$ cat src/rtl/wr_decode32.sv
// Register-file write decoder: 2-entry request FIFO feeding a registered one-hot write strobe.
// Optional register-0 write protection via `define WR_DECODE32_ZERO_REG_EN.
module wr_decode32 (
  input  logic        clk,
  input  logic        rst_n,
  input  logic        in_valid,
  output logic        in_ready,
  input  logic [4:0]  in_addr,
  input  logic [31:0] in_data,
  input  logic        hold,
  output logic        wr_valid,
  output logic [31:0] we_onehot,
  output logic [31:0] wr_data,
  output logic [1:0]  occupancy
);

  localparam int unsigned AW    = 5;
  localparam int unsigned DW    = 32;
  localparam int unsigned DEPTH = 2;

  logic [AW-1:0] r_addr [DEPTH];
  logic [DW-1:0] r_data [DEPTH];
  logic          r_wptr;
  logic          r_rptr;
  logic [1:0]    r_occ;

  logic          w_push;
  logic          w_pop;
  logic          w_issue;
  logic [AW-1:0] w_head_addr;
  logic [DW-1:0] w_head_data;

  // Ready depends only on the entry count, never on hold or in_valid.
  always_comb begin
    in_ready    = (r_occ != 2'(DEPTH));
    w_push      = in_valid && in_ready;
    w_pop       = (r_occ != 2'd0) && !hold;
    w_head_addr = r_addr[r_rptr];
    w_head_data = r_data[r_rptr];
`ifdef WR_DECODE32_ZERO_REG_EN
    // Register 0 is read-only: the entry is still consumed, but no strobe goes out.
    w_issue     = w_pop && (w_head_addr != AW'(0));
`else
    w_issue     = w_pop;
`endif
  end

  // FIFO storage; contents are don't-care while the slot is empty.
  always_ff @(posedge clk) begin
    if (w_push) begin
      r_addr[r_wptr] <= in_addr;
      r_data[r_wptr] <= in_data;
    end
  end

  // Pointers and count; simultaneous push/pop leaves the count unchanged.
  always_ff @(posedge clk or negedge rst_n) begin
    if (!rst_n) begin
      r_wptr <= 1'b0;
      r_rptr <= 1'b0;
      r_occ  <= 2'd0;
    end else begin
      if (w_push) r_wptr <= r_wptr + 1'b1;
      if (w_pop)  r_rptr <= r_rptr + 1'b1;
      if (w_push && !w_pop)      r_occ <= r_occ + 2'd1;
      else if (!w_push && w_pop) r_occ <= r_occ - 2'd1;
    end
  end

  // Output stage: one-cycle strobe, data held between strobes.
  always_ff @(posedge clk or negedge rst_n) begin
    if (!rst_n) begin
      wr_valid  <= 1'b0;
      we_onehot <= '0;
      wr_data   <= '0;
    end else begin
      wr_valid  <= w_issue;
      we_onehot <= w_issue ? (DW'(1) << w_head_addr) : '0;
      if (w_issue) wr_data <= w_head_data;
    end
  end

  assign occupancy = r_occ;

endmodule
$ cat config.mk
export PLATFORM = sky130hd
export DESIGN_NAME = wr_decode32
export DESIGN_NICKNAME = d
export VERILOG_FILES = /design/src/rtl/wr_decode32.sv
export SDC_FILE = /design/constraint.sdc
export NUM_CORES = 1
export LEC_CHECK = 0
export ABC_CLOCK_PERIOD_IN_PS = 5500
export CORE_ASPECT_RATIO = 0.5
export CORE_MARGIN = 2
export CORE_UTILIZATION = 54
export DETAILED_ROUTE_END_ITERATION = 7
export PLACE_DENSITY = 0.87
export SLEW_MARGIN = 20
export SYNTH_ARGS = -nofsm -noshare
export SYNTH_HDL_FRONTEND = slang
export SYNTH_SLANG_ARGS = --single-unit
$ cat constraint.sdc
create_clock -name clk -period 5.5 [get_ports clk]
set_input_delay 1.375 -clock clk [delete_from_list [all_inputs] [get_ports clk]]
set_output_delay 1.375 -clock clk [all_outputs]
set_load 0.02 [all_outputs]
# After elaboration in Yosys (flattened, before gate mapping)
# Memory sizes are Yosys's and may differ from the RTL's. A register that Yosys moved wholly into a read port is not among the register bits.
# Index checks and enable logic that the tools add are counted.
[word_totals]
register_bits = 37
ramBits = 74
inputBits = 41
n_memories = 2
[mem_list]
columns = ["memory", "words", "word_bits", "read_ports", "rd_clocked_by_memory_dff", "wr", "line", "text"]
rows = [
  ["r_data", 2, 32, 1, 1, 1, "22", "logic [DW-1:0] r_data [DEPTH];"],
  ["r_addr", 2, 5, 1, 0, 1, "21", "logic [AW-1:0] r_addr [DEPTH];"],
]
[classes]
n_addsub = 4
n_eq_ne = 1
shifts = 1
mux = 5
n_reduce_logical = 10
[ops]
columns = ["operator", "count"]
rows = [
  ["$mux W32", 1],
  ["$shl A1 B5 Y32 const A", 1],
  ["$logic_and A1 B1 Y1", 4],
  ["$logic_not A1 Y1", 4],
  ["$mux W2", 2],
  ["$reduce_bool A2 Y1", 2],
  ["$add A1 B1 Y1 const B", 2],
  ["$add A2 B1 Y2 const B", 1],
  ["$mux W1", 2],
  ["$ne A2 B2 Y1 const B", 1],
  ["$sub A2 B1 Y2 const B", 1],
]

# Longest topological paths before layout
# Gate-level depths: netlist of the first run.
[logic_depth]
ltp_word = 6
ltp_mapped = 7

# Worst setup path after synthesis of the first run
# Ideal clock, no wire load.
[synth_timing]
path_kind = "input port to flip-flop"
start = "in in_valid"
end = "mem r_addr[0][0] (enable)"
setup_time_ps = 431
arrival_time_ps = 3033
t_required_ps = 5069
slack_ps = 2036
path_stages = 2
cell_sequence = "nand2_1 -> nor2_1"
[synth_via]
elab_chain_len = 3
[synth_lines]
columns = ["item", "line", "text"]
rows = [
  ["from (decl)", "6", "input logic in_valid,"],
  ["$logic_and A1 B1 Y1", "36", "w_push = in_valid && in_ready;"],
  ["$mux W1", "50", "if (w_push) begin"],
  ["$mux W1 (not written as such)", "51", "r_addr[r_wptr] <= in_addr;"],
  ["to (decl)", "21", ""],
]
# No other way between the ends.

# Final worst setup path of the first run
[layout_timing]
start = "reg r_occ[0] (netlist: occupancy[0])"
end = "out in_ready"
[layout_via]
elab_chain_len = 1
[layout_lines]
columns = ["item", "line", "text"]
rows = [
  ["from (decl)", "25", "logic [1:0] r_occ;"],
  ["from (signal assigned)", "65", "if (w_push && !w_pop) r_occ <= r_occ + 2'd1;"],
  ["from (signal assigned)", "66", "else if (!w_push && w_pop) r_occ <= r_occ - 2'd1;"],
  ["$ne A2 B2 Y1", "35", "in_ready = (r_occ != 2'(DEPTH));"],
  ["to (decl)", "7", "output logic in_ready,"],
]
# No other way between the ends.

==> results of run 1 <==
synth_stat cells, types with 3 or more instances:
| cell type | instances | area (um^2) |
|---|---|---|
| o211ai_1 | 3 | 22.5 |
| clkbuf_1 | 3 | 11.3 |
| dfrtp_1 | 69 | 1730 |
| buf_2 | 5 | 25.0 |
| nor3b_1 | 3 | 22.5 |
| xnor2_1 | 3 | 26.3 |
| nor3_1 | 11 | 55.1 |
| o21ai_0 | 32 | 160 |
| mux2i_1 | 33 | 330 |
| inv_1 | 3 | 11.3 |
| nand2_1 | 35 | 131 |
| nor3_2 | 3 | 30.0 |
| buf_4 | 3 | 22.5 |
| nor2_1 | 27 | 101 |
| and3b_1 | 3 | 26.3 |
| edfxtp_1 | 74 | 2220 |
registers in the layout, summed over array words and instances (netlist names):
signal     count
occupancy      2
r_data        64
wr_valid       1
r_wptr         1
r_rptr         1
wr_data       32
r_addr        10
we_onehot     32
cell families (layout without fill, tap and decap cells):
family	Yosys count	in the layout	synth area share
adder cells (fa/ha/maj)	1	1	0.00244
flip-flops	143	143	0.770
AND/OR/NAND/NOR	86	86	0.0788
AO/OA/AOI/OAI	42	42	0.0508
XOR/XNOR	5	5	0.00854
multiplexers	34	34	0.0674
buffers and inverters	18	148	0.0217
layer usage:
layer / global-route usage / share of wire / routed length, um
met1: 0.252 / 0.39 / 4310
met2: 0.412 / 0.54 / 5920
met3: 0.0650 / 0.046 / 499
met4: 0.129 / 0.021 / 231
met5: 0 / 0 / 0
metrics by stage:
step / util / setup slack (ns) / cells
after floorplan: - / 2.04 / 329
after global routing: 0.750 / 2.36 / 580
after detailed placement: 0.676 / 2.15 / 547
final: 0.750 / 2.41 / 580
after CTS: 0.747 / 2.40 / 579
after global placement: 0.676 / 2.22 / 547
how the worst max path moves through the flow:
| stage | start | endpoint | slack [ns] |
|---|---|---|---|
| after floorplan | in_valid | r_addr[0][0] | 2.04 |
| after global placement | hold | we_onehot[21] | 2.22 |
| after detailed placement | hold | we_onehot[17] | 2.15 |
| after CTS | occupancy[0] | in_ready | 2.40 |
| after global routing | occupancy[0] | in_ready | 2.36 |
| final | occupancy[0] | in_ready | 2.41 |
power by group:
| group | switching [mW] | internal, mW | total [mW] |
|---|---|---|---|
| combinational | 0.629 | 0.471 | 1.10 |
| sequential | 0.176 | 1.43 | 1.60 |
| clock | 0.439 | 0.849 | 1.29 |
cell usage in the layout (no fill, tap or decap), drive strengths merged, types with 6 or more instances in the layout:
| master | instances |
|---|---|
| clkdlybuf4s50 | 107 |
| nand2 | 35 |
| o21ai | 32 |
| mux2i | 33 |
| bufinv | 6 |
| dfrtp | 69 |
| clkbuf | 17 |
| edfxtp | 74 |
| nor3 | 14 |
| clkinv | 7 |
| nor2 | 27 |
area by class of cell:
class | count | area, um^2 | share of cell area
well taps | 121 | 151 | 0.0217
clock buffers | 17 | 425 | 0.0608
flip-flops and latches | 143 | 3950 | 0.565
multi-input cells | 168 | 1080 | 0.155
clock inverters | 15 | 241 | 0.0345
inverters | 4 | 15.0 | 0.00215
repair buffers | 112 | 1130 | 0.161
worst register-to-register path, cell delays in order, from the launching register on:
cell and delay (ns):
dfrtp_1 0.46, o21bai_4 0.58, buf_4 0.47, inv_2 0.13, nand2_1 0.37, nor3_1 0.13
==> flow_summary.ini, run 1 <==
[synthesis]
seq_area_frac_synth = 0.770
ys_ff_latch = 143
syn_avg_cell_area_um2 = 15.6
syn-cell-area_um2 = 5130
synthArstFlopShare = 0.483
syn_inst = 329
synth_edf_count = 74
synth_nets = 371
synthFlopType = edfxtp_1
ys_warn_count = 0
yosysUniqueCellTypes = 32

[power]
power.density_nw_per_um2 = 571
total_power_mw = 3.99
p_leak_nw = 2.82
irDropWorstVdd_uv = 293

[global_routing]
grt_max_degree = 70
grt_overflow = 0
antenna_found_initial = 0
grt_usage = 0.229
grt_pass1_wl_um = 17000
grt_pass1_vias = 3294

[setup_path]
crit_arrival_ns = 1.72
start_kind = register
crit_cells = 2
r2r_cells = 5
cp_max_fo = 5
cp_top_family = buffers and inverters
slowest_delay_ns = 0.62
critPathRequiredTime_ns = 4.12
path_class = reg2out
rr_startpoint = occupancy[0]
r2r_end = we_onehot[16]
reg2reg_slack_ns = 3.21
crit_chain = nand2b_1 -> clkdlybuf4s50_1
path_buf_inv = 1
slowest_stage = clkdlybuf4s50_1
crit_path_end_kind = output pin

[routing]
route.detailed.drc = 0
dr.pass1.iters = 5
via_per_inst = 5.33
wl_um = 11000
vias = 3089
final_antenna_net_count = 0
routedWlPerCell_um = 18.9
first_iter_violations = 182

[clock_network]
cts_made_buffers = 17
clock_path_buffers = 2
cts-htree-levels = 4
clk_pin_slew_worst_paths_ns = 0.06
post-cts-setup-buffer-count = 0
clock_latency_ns = 0.41
cts-root-buf = clkbuf_16
cts_resized = 0
hold_buffers = 0
cts.sinks = 143
cts_tree = done

[floorplanning]
initial_core_util = 0.550
die_w_um = 142
die-area_um2 = 10300
num_io_pins = 109
num_rows = 25
core_area_um2 = 9320
die_y_um = 72.9

[sta]
hold_viol_final = 0
maxSlewViolCount = 0
tightest_slew_ns = 0.910
setup_viol_count_final = 0
fin_crit_sh = 0.562
slew_headroom = 0.393
max_freq_ghz = 0.324
worst_hold_slack_ns = 0.480
min_period_ns = 3.09
grt_setup_unrepaired = false
skew_ns = 0.00746
finalSetupTns_ns = 0

[placement]
postPlaceCellArea_um2 = 6300
port_buffers = 108
place_congestion = 0.826
hpwl_um = 6230

[min_path]
hold_start = wr_data[28]
whs_endpoint = wr_data[28]
hold_depth = 2
min_path_type = reg2reg

[layout]
antenna_cells = 0
syn_to_final_growth_pct = 36.4
drive_gt1_frac = 0.105
nets = 488
fin_area_um2 = 6990
nFillCells = 527

[job]
drv_cap = 0

[outcome]
outcome = finished clean
Note: power is estimated with default switching activity, not from simulation.
==> inputs of run 2 (changes only) <==
--- a/config.mk
+++ b/config.mk
@@ -5,12 +5,12 @@
 export SDC_FILE = /design/constraint.sdc
 export NUM_CORES = 1
 export LEC_CHECK = 0
-export ABC_CLOCK_PERIOD_IN_PS = 5500
+export ABC_CLOCK_PERIOD_IN_PS = 3100
 export CORE_ASPECT_RATIO = 0.5
 export CORE_MARGIN = 2
-export CORE_UTILIZATION = 54
+export CORE_UTILIZATION = 50
 export DETAILED_ROUTE_END_ITERATION = 7
-export PLACE_DENSITY = 0.87
+export PLACE_DENSITY = 0.82
 export SLEW_MARGIN = 20
 export SYNTH_ARGS = -nofsm -noshare
 export SYNTH_HDL_FRONTEND = slang
==> constraint.sdc (replaced) <==
create_clock -name clk -period 3.1 [get_ports clk]
set_input_delay 0.775 -clock clk [delete_from_list [all_inputs] [get_ports clk]]
set_output_delay 0.775 -clock clk [all_outputs]
set_load 0.02 [all_outputs]
==> run 2 against run 1 <==
  * Flip-flop and latch count unchanged
  * Critical path depth unchanged
  * First-iteration DRC count decreased by 3.3%
  * Die area grew 7.7%
  * Setup slack lost 1.8 ns
  * Sequential share of layout area grew 0.54 points
  * Count of clock-buffer cells in the layout is 8 higher
  * Core utilization is 6.3 points lower
  * Cell count increased by 3.3%
  * Global-route usage decreased by 5.3 points
  * Routed wire length shrank 17%
  * Via count fell by 5.6%
  * Critical path type unchanged
  * Highest routed layer unchanged
==> flow_summary.ini, run 2 (same netlist as run 1, synthesis figures left out) <==
[outcome]
outcome = finished clean

[layout]
syn_to_final_growth_pct = 35.1
nFillCells = 688
nets = 488
drive_gt1_frac = 0.102
final_cell_mix = clkdlybuf4s50_1, edfxtp_1, dfrtp_1, nand2_1, mux2i_1
fin_area_um2 = 6930
regMostFlops = r_data
fin_cells = 599
largest_reg_flops = 64
antenna_cells = 0
reg_top3 = r_data: 64 flops, we_onehot: 32 flops, wr_data: 32 flops
mostFrequentLayoutCell = clkdlybuf4s50_1

[global_routing]
grt_pass1_vias = 2888
grt_overflow = 0
antenna_found_initial = 0
grt_max_degree = 70
grt_usage = 0.176
grt_pass1_wl_um = 14600

[setup_path]
crit_arrival_ns = 1.68
path_class = reg2out
r2r_cells = 4
critPathRequiredTime_ns = 2.32
rr_startpoint = occupancy[0]
start_kind = register
crit_path_end_kind = output pin
cp_max_fo = 5
reg2reg_slack_ns = 1.27
r2r_end = we_onehot[17]

[power]
switching_power_mw = 2.07
p_clk_frac = 0.295
pwr-share-seq = 0.425
p_int_mw = 4.58
total_power_mw = 6.65
power.density_nw_per_um2 = 960
combPwrFrac = 0.280
netSwitchingFraction = 0.311
irDropWorstVdd_uv = 630
p_leak_nw = 2.78

[min_path]
min_path_type = in2async

[sta]
hold_viol_final = 0
min_period_ns = 2.45
maxSlewViolCount = 0
tightest_slew_ns = 0.852
max_freq_ghz = 0.408
finalSetupTns_ns = 0
slew_headroom = 0.432
setup_viol_count_final = 0
worst_hold_slack_ns = 0.480
grt_setup_unrepaired = false
fin_crit_sh = 0.791
skew_ns = 0.00741

[routing]
vias = 2917
via_per_inst = 4.87
first_iter_violations = 176
dr.pass1.iters = 6
routedWlPerCell_um = 15.1
route.detailed.drc = 0
final_antenna_net_count = 0
wl_um = 9060

[placement]
postPlaceCellArea_um2 = 6330
place_congestion = 0.769
hpwl_um = 5860
port_buffers = 108
numPlacedInstances = 567

[floorplanning]
initial_core_util = 0.508
die_w_um = 147
num_rows = 26
die-area_um2 = 11100
die_y_um = 75.6
core_area_um2 = 10100
num_io_pins = 109

[clock_network]
clock_latency_ns = 0.41
hold_buffers = 0
cts.sinks = 143
clk_pin_slew_worst_paths_ns = 0.06
cts_made_buffers = 17
post-cts-setup-buffer-count = 0
cts-root-buf = clkbuf_16
clock_path_buffers = 2
cts-htree-levels = 4
cts_tree = done
cts_resized = 0

[job]
drv_cap = 0
[run 2: cell types whose count changed in the layout (fill, tap and decap cells not counted), moves of 2 or more]
cell       delta
clkinv_4      -2
bufinv_16     -6
buf_4         +2
clkbuf_8      +3
clkbuf_16     +3
clkbuf_1      +2
[run 2: metrics by stage]
step,setup slack [ns],utilization
2_1_floorplan,0.136,-
3_3_place_gp,0.817,0.628
3_5_place_dp,0.735,0.628
4_1_cts,0.631,0.687
5_1_grt,0.582,0.687
6_report,0.649,0.687
[run 2: worst max-delay path, cell delays in order (launching register included)]
cell and delay, ns:
dfrtp_1 0.48, nand2b_1 0.18, clkdlybuf4s50_1 0.61
[run 2: power by group through the flow]
stage,Clock (mW),Sequential (mW),Combinational [mW]
final,1.96,2.82,1.86
after global routing,2.07,2.88,2.03
after CTS,1.99,2.83,1.89
after detailed placement,0,2.86,1.89
after global placement,0,2.84,1.83
after floorplan,0,3.05,0.900
[run 2: area by class of cell]
class	count	area, um^2	area share
timing repair buffer	112	1110	0.160
tap	140	175	0.0253
inverter	4	15.0	0.00217
clock inverter	7	45.0	0.00650
clock buffer	25	549	0.0793
multi-input combinational	168	1080	0.156
sequential	143	3950	0.570
[run 2: worst max path at each step]
stage / from / end / slack [ns]
final: occupancy[0] / in_ready / 0.65
after global routing: occupancy[0] / in_ready / 0.58
after CTS: occupancy[0] / in_ready / 0.63
after detailed placement: hold / we_onehot[17] / 0.73
after global placement: hold / we_onehot[19] / 0.82
after floorplan: occupancy[0] / r_addr[0][0] / 0.14
[run 2: routing by layer]
layer | vias up | part of all wire | GRT usage
met1 | 1423 | 0.43 | 0.216
met5 | - | 0 | 0
li1 | 1415 | - | -
met2 | 67 | 0.51 | 0.306
met3 | 12 | 0.040 | 0.0431
met4 | 0 | 0.017 | 0.0876
==> inputs of run 3 (changes only) <==
--- a/config.mk
+++ b/config.mk
@@ -5,7 +5,7 @@
 export SDC_FILE = /design/constraint.sdc
 export NUM_CORES = 1
 export LEC_CHECK = 0
-export ABC_CLOCK_PERIOD_IN_PS = 3100
+export ABC_CLOCK_PERIOD_IN_PS = 2600
 export CORE_ASPECT_RATIO = 0.5
 export CORE_MARGIN = 2
 export CORE_UTILIZATION = 50
==> constraint.sdc (replaced) <==
create_clock -name clk -period 2.6 [get_ports clk]
set_input_delay 0.65 -clock clk [delete_from_list [all_inputs] [get_ports clk]]
set_output_delay 0.65 -clock clk [all_outputs]
set_load 0.02 [all_outputs]
==> run 3 against run 2 <==
  * Core utilization is 0.099 points higher
  * Die area stayed put
  * Critical path depth stayed put
  * Sequential share of layout area is 0.082 points lower
  * Combinational power is 24% higher
  * Final area is 0.14% higher
  * First-iteration DRC count is 17% higher
  * Via count is 1.6% higher
  * Cell count is 0.17% higher
  * Highest routed layer unchanged
  * Non-clock buffer count is 1 higher
  * Clock skew is 0.0026 ns higher
==> flow_summary.ini, run 3 (same netlist as run 1, synthesis figures left out) <==
[routing]
vias = 2963
dr.pass1.iters = 4
wl_met2_um = 4780
routedWlPerCell_um = 15.6
first_iter_violations = 206
met1_length_um = 3970
via_per_inst = 4.94
wl_met3_um = 396
wl_um = 9350
route.detailed.drc = 0
highest_layer = met4
final_antenna_net_count = 0

[placement]
port_buffers = 108
hpwl_um = 5840
dp_slack_ns = 0.574
postPlaceCellArea_um2 = 6360
place_congestion = 0.747

[global_routing]
grt_max_degree = 70
antenna_found_initial = 0
grt_usage = 0.181
grt_pass1_vias = 3003
grt_overflow = 0
grt_pass1_wl_um = 14800

[layout]
syn_to_final_growth_pct = 35.3
nFillCells = 692
mostFrequentLayoutCell = clkdlybuf4s50_1
reg_top3 = r_data: 64 flops, we_onehot: 32 flops, wr_data: 32 flops
largest_reg_flops = 64
final_cell_mix = clkdlybuf4s50_1, edfxtp_1, dfrtp_1, nand2_1, mux2i_1
fin_area_um2 = 6940
regMostFlops = r_data
antenna_cells = 0
drive_gt1_frac = 0.104
nets = 489
finish.utilization = 0.688

[clock_network]
clock_path_buffers = 2
cts-root-buf = clkbuf_16
post-cts-setup-buffer-count = 0
cts_tree = done
cts_made_buffers = 17
cts-htree-levels = 4
hold_buffers = 0
clock_latency_ns = 0.41
clk_pin_slew_worst_paths_ns = 0.06
cts.sinks = 143
cts_resized = 0

[floorplanning]
num_io_pins = 109
die-area_um2 = 11100
core_area_um2 = 10100
initial_core_util = 0.508
die_w_um = 147
num_rows = 26
die_y_um = 75.6

[setup_path]
crit_path_end_kind = output pin
slowest_delay_ns = 0.61
r2r_cells = 3
slowest_stage = clkdlybuf4s50_1
critPathRequiredTime_ns = 1.95
crit_chain = nand2b_1 -> clkdlybuf4s50_1
crit_arrival_ns = 1.67
path_buf_inv = 1
path_class = reg2out
start_kind = register
reg2reg_slack_ns = 0.86
rr_startpoint = r_rptr
r2r_end = wr_data[1]
cp_top_family = buffers and inverters
cp_max_fo = 5

[sta]
setup_slack_ns = 0.283
max_freq_ghz = 0.432
grt_setup_unrepaired = false
tightest_slew_ns = 0.888
skew_ns = 0.0100
maxSlewViolCount = 0
hold_viol_final = 0
setup_viol_count_final = 0
fin_crit_sh = 0.891
finalSetupTns_ns = 0
min_period_ns = 2.32
slew_headroom = 0.408

[power]
p_leak_nw = 2.76
total_power_mw = 7.96
irDropWorstVdd_uv = 688
power.density_nw_per_um2 = 1150

[job]
drv_cap = 0

[outcome]
outcome = finished clean

[min_path]
min_path_type = in2async
## run 3: cell count changes in the layout (fill, tap and decap cells not counted)
cell	before	now
buf_4	5	4
buf_12	0	2
clkinvlp_4	1	5
clkbuf_16	20	17
inv_6	1	2
bufinv_16	0	2
clkinv_2	4	3
clkbuf_8	3	0
## run 3: routing by layer
| layer | vias up | GRT usage |
|---|---|---|
| li1 | 1414 | - |
| met4 | 0 | 0.0983 |
| met1 | 1460 | 0.216 |
| met3 | 19 | 0.0467 |
| met2 | 70 | 0.314 |
| met5 | - | 0 |
## run 3: worst max path at each step
stage | start | endpoint | slack, ns | cells past startpoint
after floorplan | occupancy[0] | r_addr[0][0] | 0.25 | 3
after global placement | hold | we_onehot[24] | 0.64 | 5
after detailed placement | hold | occupancy[1] | 0.57 | 6
after CTS | occupancy[0] | in_ready | 0.27 | 2
after global routing | occupancy[0] | in_ready | 0.21 | 2
final | occupancy[0] | in_ready | 0.28 | 2
## run 3: final cells by class
| cell class | instances | area (um^2) | share of cell area |
|---|---|---|---|
| inverters | 4 | 15.0 | 0.00216 |
| clock inverters | 13 | 139 | 0.0200 |
| flip-flops and latches | 143 | 3950 | 0.570 |
| clock buffers | 19 | 433 | 0.0624 |
| well taps | 140 | 175 | 0.0253 |
| repair buffers | 113 | 1140 | 0.165 |
| multi-input cells | 168 | 1080 | 0.156 |
## run 3: where the power goes
part | switching, mW | internal (mW)
clock | 0.901 | 1.41
sequential | 0.334 | 3.01
combinational | 1.28 | 1.01
total | 2.52 | 5.44
## run 3: through the flow
step,std cells,hold slack (ns)
floorplan,329,0.354
global placement,568,0.462
detailed placement,568,0.470
CTS,600,0.388
global route,600,0.425
finish,600,0.360
==> RTL change (config.mk and constraints of run 3) <==
`DEPTH`: 2 -> 4.
--- a/src/rtl/wr_decode32.sv
+++ b/src/rtl/wr_decode32.sv
@@ -17,5 +17,5 @@
   localparam int unsigned AW    = 5;
   localparam int unsigned DW    = 32;
-  localparam int unsigned DEPTH = 2;
+  localparam int unsigned DEPTH = 4;
 
   logic [AW-1:0] r_addr [DEPTH];
Behaviour: not the same (a bounded check fails within 4 cycles, from zero or initial values and one cycle with rst_n low).
==> RTL change against run 3 <==
Synthesized area fell by 0.20%; sequential cell count unchanged; sequential share of layout area shrank 0.13 points; final area increased by 0.23%; worst setup slack worse by 0.071 ns; routed wire length grew 4.9%; clock skew fell by 0.0013 ns; first-iteration DRC count rose by 14%; count of clock-buffer cells in the layout is 6 higher; largest cell class unchanged.
Power is not compared: it rests on default switching activity, and its combinational part moved more than twofold at a synthesized area within 25%.
==> RTL change: results (changes against run 3) <==
The run finished with clean final reports. The clock share of power was 48.8%; the sequential-cell power consumption was 2390 uW. The library cell contributing the largest single delay on the critical path is sky130_fd_sc_hd__clkdlybuf4s50_1.

The met3 global-route usage was 5.689% (+1.0 points); the later-pin clock latency in the skew report was 0.41 ns (about the same). The highest metal layer used by the detailed router was met4. For the global router's overall resource usage, the log shows 19.04% (+0.97 points).

The tools report the met1 layer usage reported by global route as 22.86% (+1.3 points). The part of the Yosys area used for sequential elements is 77.18% (+0.15 points), and the total iterations of the first detailed-routing run is 5 (+1). The met2 wire length came out at 5.082 mm (+6.4%). The per-cell routed wire length works out to 16.35 um (+4.9%).

The largest net degree at the start of global routing is 70 (unchanged), and the number of inserted diodes is 0 (unchanged). Peak ir drop on the vdd network: 0.0004593 V. Classification of the worst-slack hold path: input pin to async pin. The cell sitting at the root of the clock tree is a sky130_fd_sc_hd__clkbuf_16. The logs give 371 (unchanged) for the post-synth net total and 4.088 mm (+2.9%) for the wire length on met1. The biggest cell delay along the critical path works out to 0.54 ns (-0.07 ns).

The count of nets after finishing was 489 (unchanged); the placed wire-length estimate was 6.049 mm (+3.5%). The fraction of synthesis flops using an asynchronous set or reset pin was 48.25% (unchanged). The logs give 469 um (+18%) for the detailed-routed wire length on met3 and 0 (unchanged) for the post-cts resize count.

The logs give 15.68 mm (+6.1%) for the global-route wire length before repair and 4 (unchanged) for the number of H-tree levels. The cell area reported after detailed placement came out at 6357 um2 (about the same). Cell internal power was estimated by the tool at 3906 uW. The via-per-instance ratio is 5.040 (+2.1%). The largest registers in the layout are r_data (64), we_onehot (32), wr_data (32).

The synthesis warning total is 0 (unchanged), and the relative slew slack is 39.05% (-1.7 points). For the leakage dissipation, the log shows 0.002652 uW. The share of post-route cells with drive strength above 1 came out at 10.43% (unchanged). The maximum fanout encountered on the critical timing path was 4 (-1).

By area the synthesized netlist is led by sky130_fd_sc_hd__edfxtp_1, sky130_fd_sc_hd__dfrtp_1, sky130_fd_sc_hd__mux2i_1. The tools report the post-CTS repair timing setup buffer count as 0 (unchanged). The clock-pin slew on the worst setup and hold paths is 0.06 ns (about the same), and the DRC marker count from the first detailed-route iteration is 234 (+14%).

The tools report the unique cell type count in the Yosys netlist as 31 (-3.1%). The final setup skew was 0.008677 ns (-0.001329 ns). In the synthesized netlist, the cells that appear most often are sky130_fd_sc_hd__edfxtp_1, sky130_fd_sc_hd__dfrtp_1, sky130_fd_sc_hd__nand2_1.

The logs give 0.7455 (-0.16%) for the routability congestion estimate and 1.74 ns (+0.07 ns) for the data arrival time of the critical path. The number of global-route vias before repair was 3,036 (+1.1%); the number of antenna violations at the first check in global routing was 0 (unchanged). The tools report the number of CTS-inserted buffers as 17 (unchanged).

Overall power consumption: 4828 uW. The number of input and output port buffers inserted was 108 (unchanged); the setup slack after placement was 0.4591 ns (-0.1152 ns). The met2 capacity usage during global routing is 33.49% (+2.1 points), and the number of flops mapped to enable cells by yosys is 74 (unchanged). The number of buffers on the longest clock path is 2 (unchanged).
-- RTL change: logic make-up after synthesis --
logic type / Yosys count / synth area share [%]
DFF: 143 / 77.18
and+or+nand+nor: 86 / 7.899
AOI/OAI and AO/OA: 42 / 4.964
muxes: 34 / 6.750
buffers and inverters: 18 / 2.103
xor gates and xnor gates: 5 / 0.8561
adders and majority gates: 1 / 0.2445
-- RTL change: stage by stage --
stage          instances  utilization (%)  hold WS, ns
6_report             600            68.93       0.3461
5_1_grt              600            68.93       0.4214
4_1_cts              600            68.93       0.3721
3_5_place_dp         568            63.04       0.4700
3_3_place_gp         568            63.04       0.4631
2_1_floorplan        329                -       0.3544
-- RTL change: area by class of cell --
type,instances,area (um2)
sequential,143,3950
multi-input combinational,168,1076
clock inverter,7,45.04
clock buffer,25,549.3
timing repair buffer,113,1141
fill,675,3133
tap,140,175.2
inverter,4,15.01
-- RTL change: path summary, 6_finish.rpt --
path | startpoint | to | cells past startpoint | slack (ns)
worst max-delay path | occupancy[1]$_DFFE_PN0P_ | in_ready | 2 | 0.21
worst min-delay path | rst_n | wr_data[16]$_DFFE_PN0P_ | 1 | 0.35
worst max register to register | r_rptr$_DFFE_PN0P_ | we_onehot[19]$_DFF_PN0_ | 3 | 0.77
worst min register to register | wr_data[8]$_DFFE_PN0P_ | wr_data[8]$_DFFE_PN0P_ | 2 | 0.47
max in group asynchronous | rst_n | r_rptr$_DFFE_PN0P_ | 1 | 1.64
min in group clk | wr_data[8]$_DFFE_PN0P_ | wr_data[8]$_DFFE_PN0P_ | 2 | 0.47
-- RTL change: worst max-delay path, delay by kind of cell (launching register included) --
| family | cells | cell delay (ns) |
|---|---|---|
| flip-flops | 1 | 0.45 |
| AND/OR/NAND/NOR | 1 | 0.34 |
| buffers and inverters | 1 | 0.54 |
